## src/rtl/hazard_detect_if.sv

```systemverilog
// Hazard-detect interface: the ID-stage instruction and squash go in,
// and the stall controls come back out to the PC and IF_ID registers.
// master = the pipeline that drives IF_ID; slave = hazard_detect.
interface hazard_detect_if;
  logic [31:0] InstID;
  logic        Flush;
  logic        Hazard;
  logic        PCWrite;
  logic        IFIDWrite;
  logic [1:0]  StallState;

  modport master (
    output InstID, Flush,
    input  Hazard, PCWrite, IFIDWrite, StallState
  );

  modport slave (
    input  InstID, Flush,
    output Hazard, PCWrite, IFIDWrite, StallState
  );
endinterface

```

## src/rtl/hazard_detect.sv

```systemverilog
// Hazard detection unit for a 5-stage MIPS pipeline.
// It decodes the instruction in ID and keeps a shadow copy of the ID_EX
// and EX_MEM destinations. It raises Hazard to freeze PC and IF_ID and to
// insert a bubble.
// Build option: define HAZARD_FWD_EN when the forwarding datapath exists.
// In that build only load-use stalls (1 cycle) remain. Without it, any RAW
// on EX (2 cycles) or MEM (1 cycle) stalls.
module hazard_detect (
  input  logic            clk,
  input  logic            rst_n,
  hazard_detect_if.slave  bus
);

  typedef enum logic [1:0] {
    RUN    = 2'b00,
    STALL1 = 2'b01,
    STALL2 = 2'b10
  } state_t;

  localparam logic [5:0] OP_RTYPE = 6'b000000;
  localparam logic [5:0] OP_LW    = 6'b100011;
  localparam logic [5:0] OP_SW    = 6'b101011;
  localparam logic [5:0] OP_BEQ   = 6'b000100;
  localparam logic [5:0] OP_ADDI  = 6'b001000;
  localparam logic [5:0] OP_ANDI  = 6'b001100;
  localparam logic [5:0] OP_ORI   = 6'b001101;
  localparam logic [5:0] OP_SLTI  = 6'b001010;

  state_t     state;
  logic [4:0] ex_dst;
  logic       ex_load;
  logic [4:0] mem_dst;

  logic [5:0] opcode;
  logic [4:0] rs;
  logic [4:0] rt;
  logic [4:0] rd;

  assign opcode = bus.InstID[31:26];
  assign rs     = bus.InstID[25:21];
  assign rt     = bus.InstID[20:16];
  assign rd     = bus.InstID[15:11];

  logic [4:0] id_dst;
  logic       use_rs;
  logic       use_rt;
  logic       id_is_load;

  // Decode which registers the ID instruction writes and reads.
  // NOTE: every always_comb output gets a default first so no path can infer a latch.
  always_comb begin
    id_dst = 5'd0;
    use_rs = 1'b0;
    use_rt = 1'b0;
    case (opcode)
      OP_RTYPE: begin
        id_dst = rd;
        use_rs = 1'b1;
        use_rt = 1'b1;
      end
      OP_LW, OP_ADDI, OP_ANDI, OP_ORI, OP_SLTI: begin
        id_dst = rt;
        use_rs = 1'b1;
      end
      OP_SW, OP_BEQ: begin
        use_rs = 1'b1;
        use_rt = 1'b1;
      end
      default: begin
        id_dst = 5'd0;
        use_rs = 1'b0;
        use_rt = 1'b0;
      end
    endcase
  end

  assign id_is_load = (opcode == OP_LW);

  // A source equal to $0 never matches, because the shadow destination
  // for $0 or for a bubble is always zero and zero is screened out here.
  logic ex_match;
  logic raw_hazard;
  logic unused_bits;

  assign ex_match = (ex_dst != 5'd0) &&
                    ((use_rs && (rs == ex_dst)) || (use_rt && (rt == ex_dst)));

`ifdef HAZARD_FWD_EN
  // With forwarding, only a load in EX cannot be bypassed in time.
  // MEM is already covered by the forwarding paths.
  assign raw_hazard  = ex_load && ex_match;
  assign unused_bits = ^{mem_dst, bus.InstID[10:0]};
`else
  logic mem_match;
  assign mem_match = (mem_dst != 5'd0) &&
                     ((use_rs && (rs == mem_dst)) || (use_rt && (rt == mem_dst)));
  // Without forwarding, any producer still in EX or MEM blocks the read.
  // An EX match stalls twice; a MEM-only match stalls once.
  assign raw_hazard  = ex_match || mem_match;
  assign unused_bits = ^{ex_load, bus.InstID[10:0]};
`endif

  logic hazard;

  // A squashed instruction never stalls. STALL2 is the hard upper bound.
  // Reset forces the run state so the outputs are clean during reset.
  assign hazard = rst_n && !bus.Flush && (state != STALL2) && raw_hazard;

  assign bus.Hazard     = hazard;
  assign bus.PCWrite    = ~hazard;
  assign bus.IFIDWrite  = ~hazard;
  assign bus.StallState = state;

  // Shadow pipeline: track the destinations of the ID_EX and EX_MEM registers.
  // A bubble or a squash leaves an empty EX slot.
  // NOTE: async reset uses the sensitivity list form, and state updates use <= so all registers sample together.
  always_ff @(posedge clk or negedge rst_n) begin
    if (!rst_n) begin
      ex_dst  <= 5'd0;
      ex_load <= 1'b0;
      mem_dst <= 5'd0;
    end else begin
      mem_dst <= ex_dst;
      if (hazard || bus.Flush) begin
        ex_dst  <= 5'd0;
        ex_load <= 1'b0;
      end else begin
        ex_dst  <= id_dst;
        ex_load <= id_is_load;
      end
    end
  end

  // Stall FSM: count consecutive stall cycles of the current ID instruction.
  always_ff @(posedge clk or negedge rst_n) begin
    if (!rst_n) begin
      state <= RUN;
    end else begin
      case (state)
        RUN:     state <= hazard ? STALL1 : RUN;
        STALL1:  state <= hazard ? STALL2 : RUN;
        STALL2:  state <= RUN;
        default: state <= RUN;
      endcase
    end
  end

endmodule

```

## src/flat_wrapper.sv

```systemverilog
// flat-port wrapper written by rule: the top's interface ports become plain ports
module hazard_detect_flat 
  (clk, rst_n, bus_InstID, bus_Flush, bus_Hazard, bus_PCWrite, bus_IFIDWrite, bus_StallState);
  hazard_detect_if bus_i ();
  input  logic clk;
  input  logic rst_n;
  input wire logic [$bits(bus_i.InstID)-1:0] bus_InstID;
  input wire logic [$bits(bus_i.Flush)-1:0] bus_Flush;
  output wire logic [$bits(bus_i.Hazard)-1:0] bus_Hazard;
  output wire logic [$bits(bus_i.PCWrite)-1:0] bus_PCWrite;
  output wire logic [$bits(bus_i.IFIDWrite)-1:0] bus_IFIDWrite;
  output wire logic [$bits(bus_i.StallState)-1:0] bus_StallState;
  assign bus_i.InstID = bus_InstID;
  assign bus_i.Flush = bus_Flush;
  assign bus_Hazard = bus_i.Hazard;
  assign bus_PCWrite = bus_i.PCWrite;
  assign bus_IFIDWrite = bus_i.IFIDWrite;
  assign bus_StallState = bus_i.StallState;
  hazard_detect u_core (.clk(clk), .rst_n(rst_n), .bus(bus_i));
endmodule
```

## config.mk

```make
export PLATFORM = sky130hd
export DESIGN_NAME = hazard_detect_flat
export DESIGN_NICKNAME = d
export VERILOG_FILES = /design/src/rtl/hazard_detect_if.sv /design/src/rtl/hazard_detect.sv /design/src/flat_wrapper.sv
export SDC_FILE = /design/constraint.sdc
export NUM_CORES = 1
export LEC_CHECK = 0
export BUFFER_PORTS_ARGS = -buffer_cell sky130_fd_sc_hd__buf_2
export CORE_MARGIN = 2
export CORE_UTILIZATION = 39
export DETAILED_ROUTE_END_ITERATION = 12
export GPL_TIMING_DRIVEN = 1
export PLACE_DENSITY = 0.76
export SYNTH_ARGS = -nofsm -noshare
export SYNTH_HDL_FRONTEND = slang
export SYNTH_SLANG_ARGS = --single-unit
```

## constraint.sdc

```tcl
create_clock -name clk -period 1.7 [get_ports clk]
set_input_delay 0.17 -clock clk [delete_from_list [all_inputs] [get_ports clk]]
set_output_delay 0.17 -clock clk [all_outputs]
set_load 0.005 [all_outputs]
```

# Word level (Yosys, flattened, before mapping)
# Cells that the tools add are included.
# Widths: inputs -> output; s select.
[op_classes] bitwise=1 eq_ne=13 muxes=7 reduce_logical=21
[op_table] cell="$eq 6x4->1 const B" n=4
[op_table] cell="$eq 5x5->1" n=4
[op_table] cell="$eq 6x6->1 const B" n=2
[op_table] cell="$pmux 5 s2" n=1
[op_table] cell="$reduce_bool 5->1" n=2
[op_table] cell="$logic_and 1x1->1" n=9
[op_table] cell="$reduce_or 8->1" n=1
[op_table] cell="$eq 6x3->1 const B" n=1
[op_table] cell="$logic_not 6->1" n=1
[op_table] cell="$mux 5" n=1
[op_table] cell="$reduce_or 5->1" n=1
[op_table] cell="$logic_or 1x1->1" n=4
[op_table] cell="$pmux 2 s2" n=1
[op_table] cell="$mux 1" n=3
[op_table] cell="$reduce_or 3->1" n=1
[op_table] cell="$eq 2x1->1 const B" n=1
[op_table] cell="$logic_not 2->1" n=1
[op_table] cell="$mux 2" n=1
[op_table] cell="$ne 2x2->1 const B" n=1
[op_table] cell="$logic_not 1->1" n=1
[op_table] cell="$not 1->1" n=1
[word_totals] elab_cells=45 ff_bits=12 inputBits=35 out_inout_bits=5

# Longest topological paths before layout
# Gate-level depths: netlist of the first run.
[logic_depth] depth_word=10 mapped_depth=7 ltp_nobuf=6

# Least setup slack after synthesis of the first run
# No wires, ideal clock.
[synth_path] path_kind="reg2out" start="reg u_core.ex_dst[1]" end="out bus_PCWrite" path_slack_ps=-24 required_time_ps=1530 stages_incl_launch_ff=8 arrival_time_ps=1554 cell_sequence="dfrtp_1 > or4_1 > nor2_1 > nor4_1 > a31oi_2 > a21boi_2 > inv_1 > buf_4"
[synth_between] elab_chain_len=7
[synth_rtl] element="from (decl)" line="hazard_detect.sv:30" text="logic [4:0] ex_dst;"
[synth_rtl] element="from (signal assigned)" line="hazard_detect.sv:128" text="ex_dst <= id_dst;"
[synth_rtl] element="$eq 5x5->1" line="hazard_detect.sv:86" text="((use_rs && (rs == ex_dst)) || (use_rt && (rt == ex_dst)));"
[synth_rtl] element="$logic_and 1x1->1" line="hazard_detect.sv:86"
[synth_rtl] element="$logic_or 1x1->1" line="hazard_detect.sv:86"
[synth_rtl] element="$logic_and 1x1->1 (*)" line="hazard_detect.sv:85" text="assign ex_match = (ex_dst != 5'd0) &&"
[synth_rtl] element="$logic_or 1x1->1 (*)" line="hazard_detect.sv:99" text="assign raw_hazard = ex_match || mem_match;"
[synth_rtl] element="$logic_and 1x1->1 (*)" line="hazard_detect.sv:107" text="assign hazard = rst_n && !bus.Flush && (state != STALL2) && raw_hazard;"
[synth_rtl] element="via bus_Hazard" line="flat_wrapper.sv:9" text="output wire logic [$bits(bus_i.Hazard)-1:0] bus_Hazard;"
[synth_rtl] element="$not 1->1 (*)"
[synth_rtl] element="to (decl)" line="flat_wrapper.sv:10" text="output wire logic [$bits(bus_i.PCWrite)-1:0] bus_PCWrite;"
# Mark *: on every way through the listed nets, which the timed path passes. The rest lies on a longest branch.

# Final worst setup path of the first run
[layout_path] start="reg u_core.ex_dst[1]" end="out bus_PCWrite"
[layout_between] elab_chain_len=7
[layout_rtl] element="$eq 5x5->1" line="hazard_detect.sv:86"
[layout_rtl] element="$logic_and 1x1->1" line="hazard_detect.sv:86"
[layout_rtl] element="$logic_or 1x1->1" line="hazard_detect.sv:86"
[layout_rtl] element="$logic_and 1x1->1 (*)" line="hazard_detect.sv:85"
[layout_rtl] element="$logic_or 1x1->1 (*)" line="hazard_detect.sv:99"
[layout_rtl] element="$logic_and 1x1->1 (*)" line="hazard_detect.sv:107"
[layout_rtl] element="$not 1->1 (*)" line="hazard_detect.sv:110" text="assign bus.PCWrite = ~hazard;"
# Mark *: on every way between the ends. The rest lies on a longest branch, timed or not.

==> metrics.md, run 1 <==
| Metric | Value |
|---|---|
| Final min period | `2034 ps` |
| Switching Power | `0.1591 mW` |
| Clk slew on worst S/H paths | `80 ps` |
| FMAX | `491.6 MHz` |
| Post-synth EDFFs | `0` |
| CTS tree | `built` |
| Worst r2r path cells | `7` |
| Num ports | `40` |
| Post-route cell area | `~1100 um2` |
| Total wire length | `between 1500 and 2000 um` |
| Final count of negative-setup-slack endpoints | `10` |
| Largest net degree at the start of global routing | `13` |
| Post-Synth XOR/XNOR Area | `0.2276` |
| Adder-Cell Fraction of Synth Area | `0` |
| Post-synthesis sequential area ratio | `0.3902` |
| RSZ-0062 raised after global routing | `yes` |
| Vias in the first global route | `720` |
| Post-DR vias/cell | `between 5 and 6` |
| Worst-path cell chain | `or4_4 -> nor2_4 -> nor4_2 -> a31oi_2 -> a21boi_4 -> inv_1 -> buf_2` |
| Die Ht | `48.42 um` |
| Die ar. | `2345 um2` |
| Ys async rst share | `1.000` |
| Synth Area per Inst | `between 9 and 10 um2` |
| Htree depth | `1` |
| Critical Path Fanout Max | `3` |
| Post-synth top area cell | `dfrtp_1` |
| Share of the synthesized area in the top cell type | `0.3902` |
| Multi-input logic area | `505.5 um2` |
| I/O Buffers | `28` |
| Power Internal | `~0.43 mW` |
| Hold Vio Cnt, Final | `0` |
| YS warnings | `0` |
| Failing checks | `negative setup slack` |
| CTS max path bufs | `2` |
| P per Cell Area | `538.7 nW/um2` |
| Drt drc | `0` |
| First-pass GRT wire length | `2967 um` |
| Leak | `0.5200 nW` |
| Layout area overhead | `42.28%` |
| RR Endpoint | `u_core.bus.StallState[1]` |
| DP Worst Slack | `-162.9 ps` |
| Num CTS Buffers | `3` |
| Comb power frac | `0.201` |
| CP startpoint | `u_core.ex_dst[1]` |
| Via count | `742` |
| Setup ws final | `-334.2 ps` |
| Layout Nets | `155` |
| CP endpoint kind | `primary output` |
| Most common cell after layout, fill and taps aside | `buf_2` |
| Status | `complete, but fails checks` |
| Clock share of power | `0.301` |
| Worst EP required | `~1500 ps` |
| DPL Wire Length | `1418 um` |
| Largest family of logic cells by synthesized area | `simple AND/OR/NAND/NOR gates` |
| Antenna Nets Post-Route | `0` |
| Congestion Overflow GR | `0` |
| Capture point of the critical path | `bus_PCWrite` |
| Total iterations of the first detailed-routing run | `5` |
| Max cap viols | `0` |
| Post-synthesis cell count | `77` |
| Worst slew margin | `0.7346` |
| Most frequent cells in the layout | `28 x buf_2, 12 x xor2_1, 12 x dfrtp_1, 10 x buf_4, 8 x xnor2_1` |
| Main flop type after synthesis | `dfrtp_1` |
| Root Buffer | `clkbuf_4` |
| Total GRT Usage | `0.1645` |
| Crit Path Category | `register to primary output` |
| Worst Max-Slew Pin Slew | `394.4 ps` |
| Synth Register Bits | `12` |
| WL/cell | `roughly 13 um` |
| Area contributors post-synth | `dfrtp_1 39%, xor2_1 14%, xnor2_1 9.1%` |
| Synth Cell Area | `roughly 770 um2` |
| HP Class | `input pin to register` |
| Crit share post-route | `1.197` |
| Synth cell types | `27` |
| Initial antenna violation count | `0` |
| Initial Util | `0.4046` |
| Core region area | `1902 um2` |
| Share of layout cells above drive strength 1 | `0.4576` |
| Routability-driven placement congestion ratio | `0.7384` |
| Simple-gate portion of the synthesized area | `0.2358` |
| DR iter-0 viols | `9` |
| Post-placement cell area | `around 1000 um2` |
| CP peak stage delay | `approximately 550 ps` |
| VDD IR max | `334.8 uV` |
| Diodes inserted | `0` |
| Chip width | `48.42 um` |
| Syn Nets | `112` |
| Switching part of the total | `0.2699` |
| Slowest cell on crit path | `or4_4` |
| Flop pwr share | `0.497` |
| Post-synthesis mux area share | `0` |
| Row cnt | `16` |
| Complex-gate fraction of the synthesized area | `0.1268` |
| Clock Latency Late Sink | `280 ps` |
| Register area | `300.3 um2` |
| Critical Path AT | `1860 ps` |
| Reg2Reg Setup Slack | `-150 ps` |
| Clock Sinks | `12` |
| Clk_skew | `12.39 ps` |
| Max-slew violations | `0` |
| Fillers | `174` |
| Worst R2R Start | `u_core.ex_dst[1]` |
| Startpoint type of the worst setup path | `register` |
## power groups by stage
stage / registers, mW / clock network, mW / logic (mW)
floorplan: 0.299 / 0 / 0.0442
finish: 0.293 / 0.178 / 0.119
global route: 0.294 / 0.184 / 0.132
global placement: 0.299 / 0 / 0.103
detailed placement: 0.300 / 0 / 0.106
CTS: 0.293 / 0.177 / 0.115
## cells in the mapped netlist (2+ instances only)
cell type / instances
nand3_1: 2
nor2_1: 6
xor2_1: 12
a22oi_1: 5
nor4_1: 3
dfrtp_1: 12
xnor2_1: 8
inv_1: 2
nor3_1: 9
## worst min path at each step
stage,to,cells past startpoint,slack [ps],from
2_1_floorplan,u_core.bus.StallState[0],0,-130,rst_n
3_3_place_gp,u_core.mem_dst[3],2,140,rst_n
3_5_place_dp,u_core.ex_dst[2],2,140,rst_n
4_1_cts,u_core.ex_dst[3],2,140,bus_Flush
5_1_grt,u_core.ex_dst[0],2,200,bus_Flush
6_report,u_core.ex_dst[0],2,170,bus_Flush
## critical path: cells and delay by family, from the launching register on
family	cells	cell delay, ps
buffers and inverters	2	170
AO/OA/AOI/OAI	2	310
flip-flops	1	380
AND/OR/NAND/NOR	3	730
## cell families (layout without fill, tap and decap cells)
group | Yosys count | in the layout
XOR/XNOR | 20 | 20
AO/OA/AOI/OAI | 12 | 12
flip-flops | 12 | 12
buffers and inverters | 3 | 44
AND/OR/NAND/NOR | 30 | 30
## state kept, by name, summed over array words and instances (netlist names)
| name | cells |
|---|---|
| u_core.bus.StallState | 2 |
| u_core.ex_dst | 5 |
| u_core.mem_dst | 5 |
## area by class of cell
cell class / instances / share of cell area
clock buffers: 3 / 0.02057
inverters: 2 / 0.006857
multi-input cells: 62 / 0.4617
flip-flops and latches: 12 / 0.2743
well taps: 27 / 0.03086
repair buffers: 39 / 0.2057
## metrics by stage
step                      power (mW)  utilization  hold WS, ps  TNS [ps]  cells
after floorplan               0.3428            -       -125.6    -24.15     77
after global routing          0.6095       0.5757        197.9     -2828    145
final                         0.5897       0.5757        166.0     -1860    145
after detailed placement      0.4058       0.5158        136.9    -997.6    137
after global placement        0.4025       0.5158        135.7    -718.8    137
after CTS                     0.5859       0.5638        141.2     -1658    145
## layer usage
layer	vias to the layer above	GRT usage	part of all wire
li1	366	-	-
met1	346	0.2060	0.43
met2	25	0.2778	0.50
met3	5	0.02160	0.048
met4	0	0.08571	0.018
met5	-	0	0
## repair_timing
item                       in CTS  in global routing
setup endpoints to repair      10                 10
hold endpoints to repair       12                  0
hold buffers                    1                  0
setup buffers                   4                  1
pin swaps                       1                  1
gates resized for setup         6                  4
Power figures use the tool's default switching activity.
==> run 2, diff against run 1 <==
==> constraint.sdc (replaced) <==
create_clock -name clk -period 1.7 [get_ports clk]
set_input_delay 0.34 -clock clk [delete_from_list [all_inputs] [get_ports clk]]
set_output_delay 0.34 -clock clk [all_outputs]
set_load 0.005 [all_outputs]
==> metrics.md, run 2 (same netlist as run 1, synthesis figures left out) <==
| Metric | Value |
|---|---|
| Initial antenna violation count | `0` |
| Post-route cell area | `between 1000 and 1500 um2` |
| Initial Util | `0.4046` |
| Final min period | `2196 ps` |
| Root Buffer | `clkbuf_4` |
| CP peak stage delay | `550 ps` |
| Die Ht | `48.42 um` |
| Total wire length | `2069 um` |
| DR iter-0 viols | `18` |
| CTS max path bufs | `2` |
| Layout Nets | `164` |
| Hold Vio Cnt, Final | `0` |
| Post-placement cell area | `1071 um2` |
| VDD IR max | `498.2 uV` |
| Vias in the first global route | `844` |
| Most frequent cells in the layout | `28 x buf_2, 18 x buf_4, 12 x xor2_1, 12 x dfrtp_1, 8 x xnor2_1` |
| CTS tree | `built` |
| Critical Path AT | `1860 ps` |
| Clk_skew | `between 8 and 9 ps` |
| Htree depth | `1` |
| Worst Max-Slew Pin Slew | `around 370 ps` |
| HP Class | `input pin to register` |
| Num ports | `40` |
| Crit share post-route | `1.292` |
| Total iterations of the first detailed-routing run | `4` |
| Total power | `roughly 0.66 mW` |
| Max cap viols | `0` |
| Chip width | `48.42 um` |
| Layout area overhead | `54.63%` |
| Post-DR vias/cell | `5.168` |
| Most common cell after layout, fill and taps aside | `buf_2` |
| Clk slew on worst S/H paths | `80 ps` |
| Max-slew violations | `0` |
| Worst path buffer plus inverter count | `2` |
| Failing checks | `negative setup slack` |
| FMAX | `455.4 MHz` |
| Antenna Nets Post-Route | `0` |
| Congestion Overflow GR | `0` |
| Drt drc | `0` |
| Startpoint type of the worst setup path | `register` |
| First-pass GRT wire length | `3670 um` |
| Status | `complete, but fails checks` |
| Routability-driven placement congestion ratio | `0.7726` |
| Clock Sinks | `12` |
| Critical Path Fanout Max | `3` |
| Diodes inserted | `0` |
| I/O Buffers | `28` |
| WL/cell | `13.35 um` |
| Worst slew margin | `0.7513` |
| Setup ws final | `-495.6 ps` |
| Crit Path Category | `register to primary output` |
| Largest net degree at the start of global routing | `13` |
| Total GRT Usage | `0.2023` |
| Final count of negative-setup-slack endpoints | `10` |
| Share of layout cells above drive strength 1 | `0.5156` |
| RSZ-0062 raised after global routing | `yes` |
| Leak | `~0.57 nW` |
| Via count | `about 800` |
| Slowest cell on crit path | `or4_4` |
| Fillers | `about 160` |
| Num CTS Buffers | `3` |
| Delay-heaviest family, CP | `simple AND/OR/NAND/NOR gates` |
| Row cnt | `16` |
| CP endpoint kind | `primary output` |
| Clock Latency Late Sink | `~280 ps` |
| P per Cell Area | `553.4 nW/um2` |
| Worst EP required | `1360 ps` |
| Die ar. | `2345 um2` |
| Worst-path cell chain | `or4_4 -> nor2_4 -> nor4_2 -> a31oi_2 -> a21boi_2 -> inv_1 -> buf_2` |
| Core region area | `1902 um2` |
| DPL Wire Length | `about 1600 um` |
## run 2: cell count changes in the layout (fill, tap and decap cells not counted), sizes merged
cell	delta
clkbuf	+1
buf	+9
## run 2: what timing repair did
action / CTS / global route
hold buffers: 1 / 0
pin swaps: 0 / 2
resized for setup: 6 / 7
buffers inserted: 0 / 1
hold endpoints to repair: 5 / 0
setup endpoints to repair: 10 / 10
## run 2: stage by stage
step	setup slack [ps]	util	instances	TNS, ps	hold WS (ps)
floorplan	-194.1	-	77	-279.6	44.41
global placement	-235.5	0.5632	149	-1251	297.7
detailed placement	-241.6	0.5632	149	-1435	300.5
CTS	-481.7	0.6020	154	-2020	339.1
global route	-595.7	0.6257	155	-3849	359.9
finish	-495.6	0.6257	155	-2934	347.5
## run 2: worst paths after layout
| kind | from | end | slack (ps) | cells after the start |
|---|---|---|---|---|
| setup / recovery | u_core.ex_dst[1] | bus_IFIDWrite | -500 | 7 |
| hold / removal | bus_InstID[15] | u_core.ex_dst[4] | 350 | 3 |
| setup reg to reg | u_core.ex_dst[1] | u_core.bus.StallState[0] | -240 | 8 |
| hold reg to reg | u_core.ex_dst[2] | u_core.mem_dst[2] | 460 | 0 |
| max in group asynchronous | rst_n | u_core.ex_dst[4] | 1000 | 3 |
| min in group asynchronous | rst_n | u_core.ex_dst[1] | 530 | 3 |
## run 2: layout make-up
cell class	count	area, um2	share of cell area
Clock buffer	4	36.28	0.03049
Inverter	2	7.507	0.006309
Multi-Input combinational cell	62	515.5	0.4332
Sequential cell	12	300.3	0.2524
Tap cell	27	33.78	0.02839
Timing Repair Buffer	48	296.5	0.2492
## run 2: metal layers
layer  vias up  routed length (um)  GRT usage
met5         -                   0          0
met3         6                 127    0.04012
met1       373                 820     0.2380
met2        38                1066     0.3542
met4         0                  53    0.09524
li1        384                   -          -
## run 2: report_power, final
part	switching, mW	internal [mW]	leakage (nW)
Sequential	0.00445	0.289	0.167
Clock	0.0998	0.130	0.0210
Combinational	0.0652	0.0696	0.384
Total	0.169	0.489	0.572
## run 2: worst reg2reg max path, delay by kind of cell (launching register included)
| family | cells | cell delay (ps) |
|---|---|---|
| buf+inv | 2 | 270 |
| compound gates | 2 | 290 |
| flops | 1 | 390 |
| simple gates | 4 | 880 |
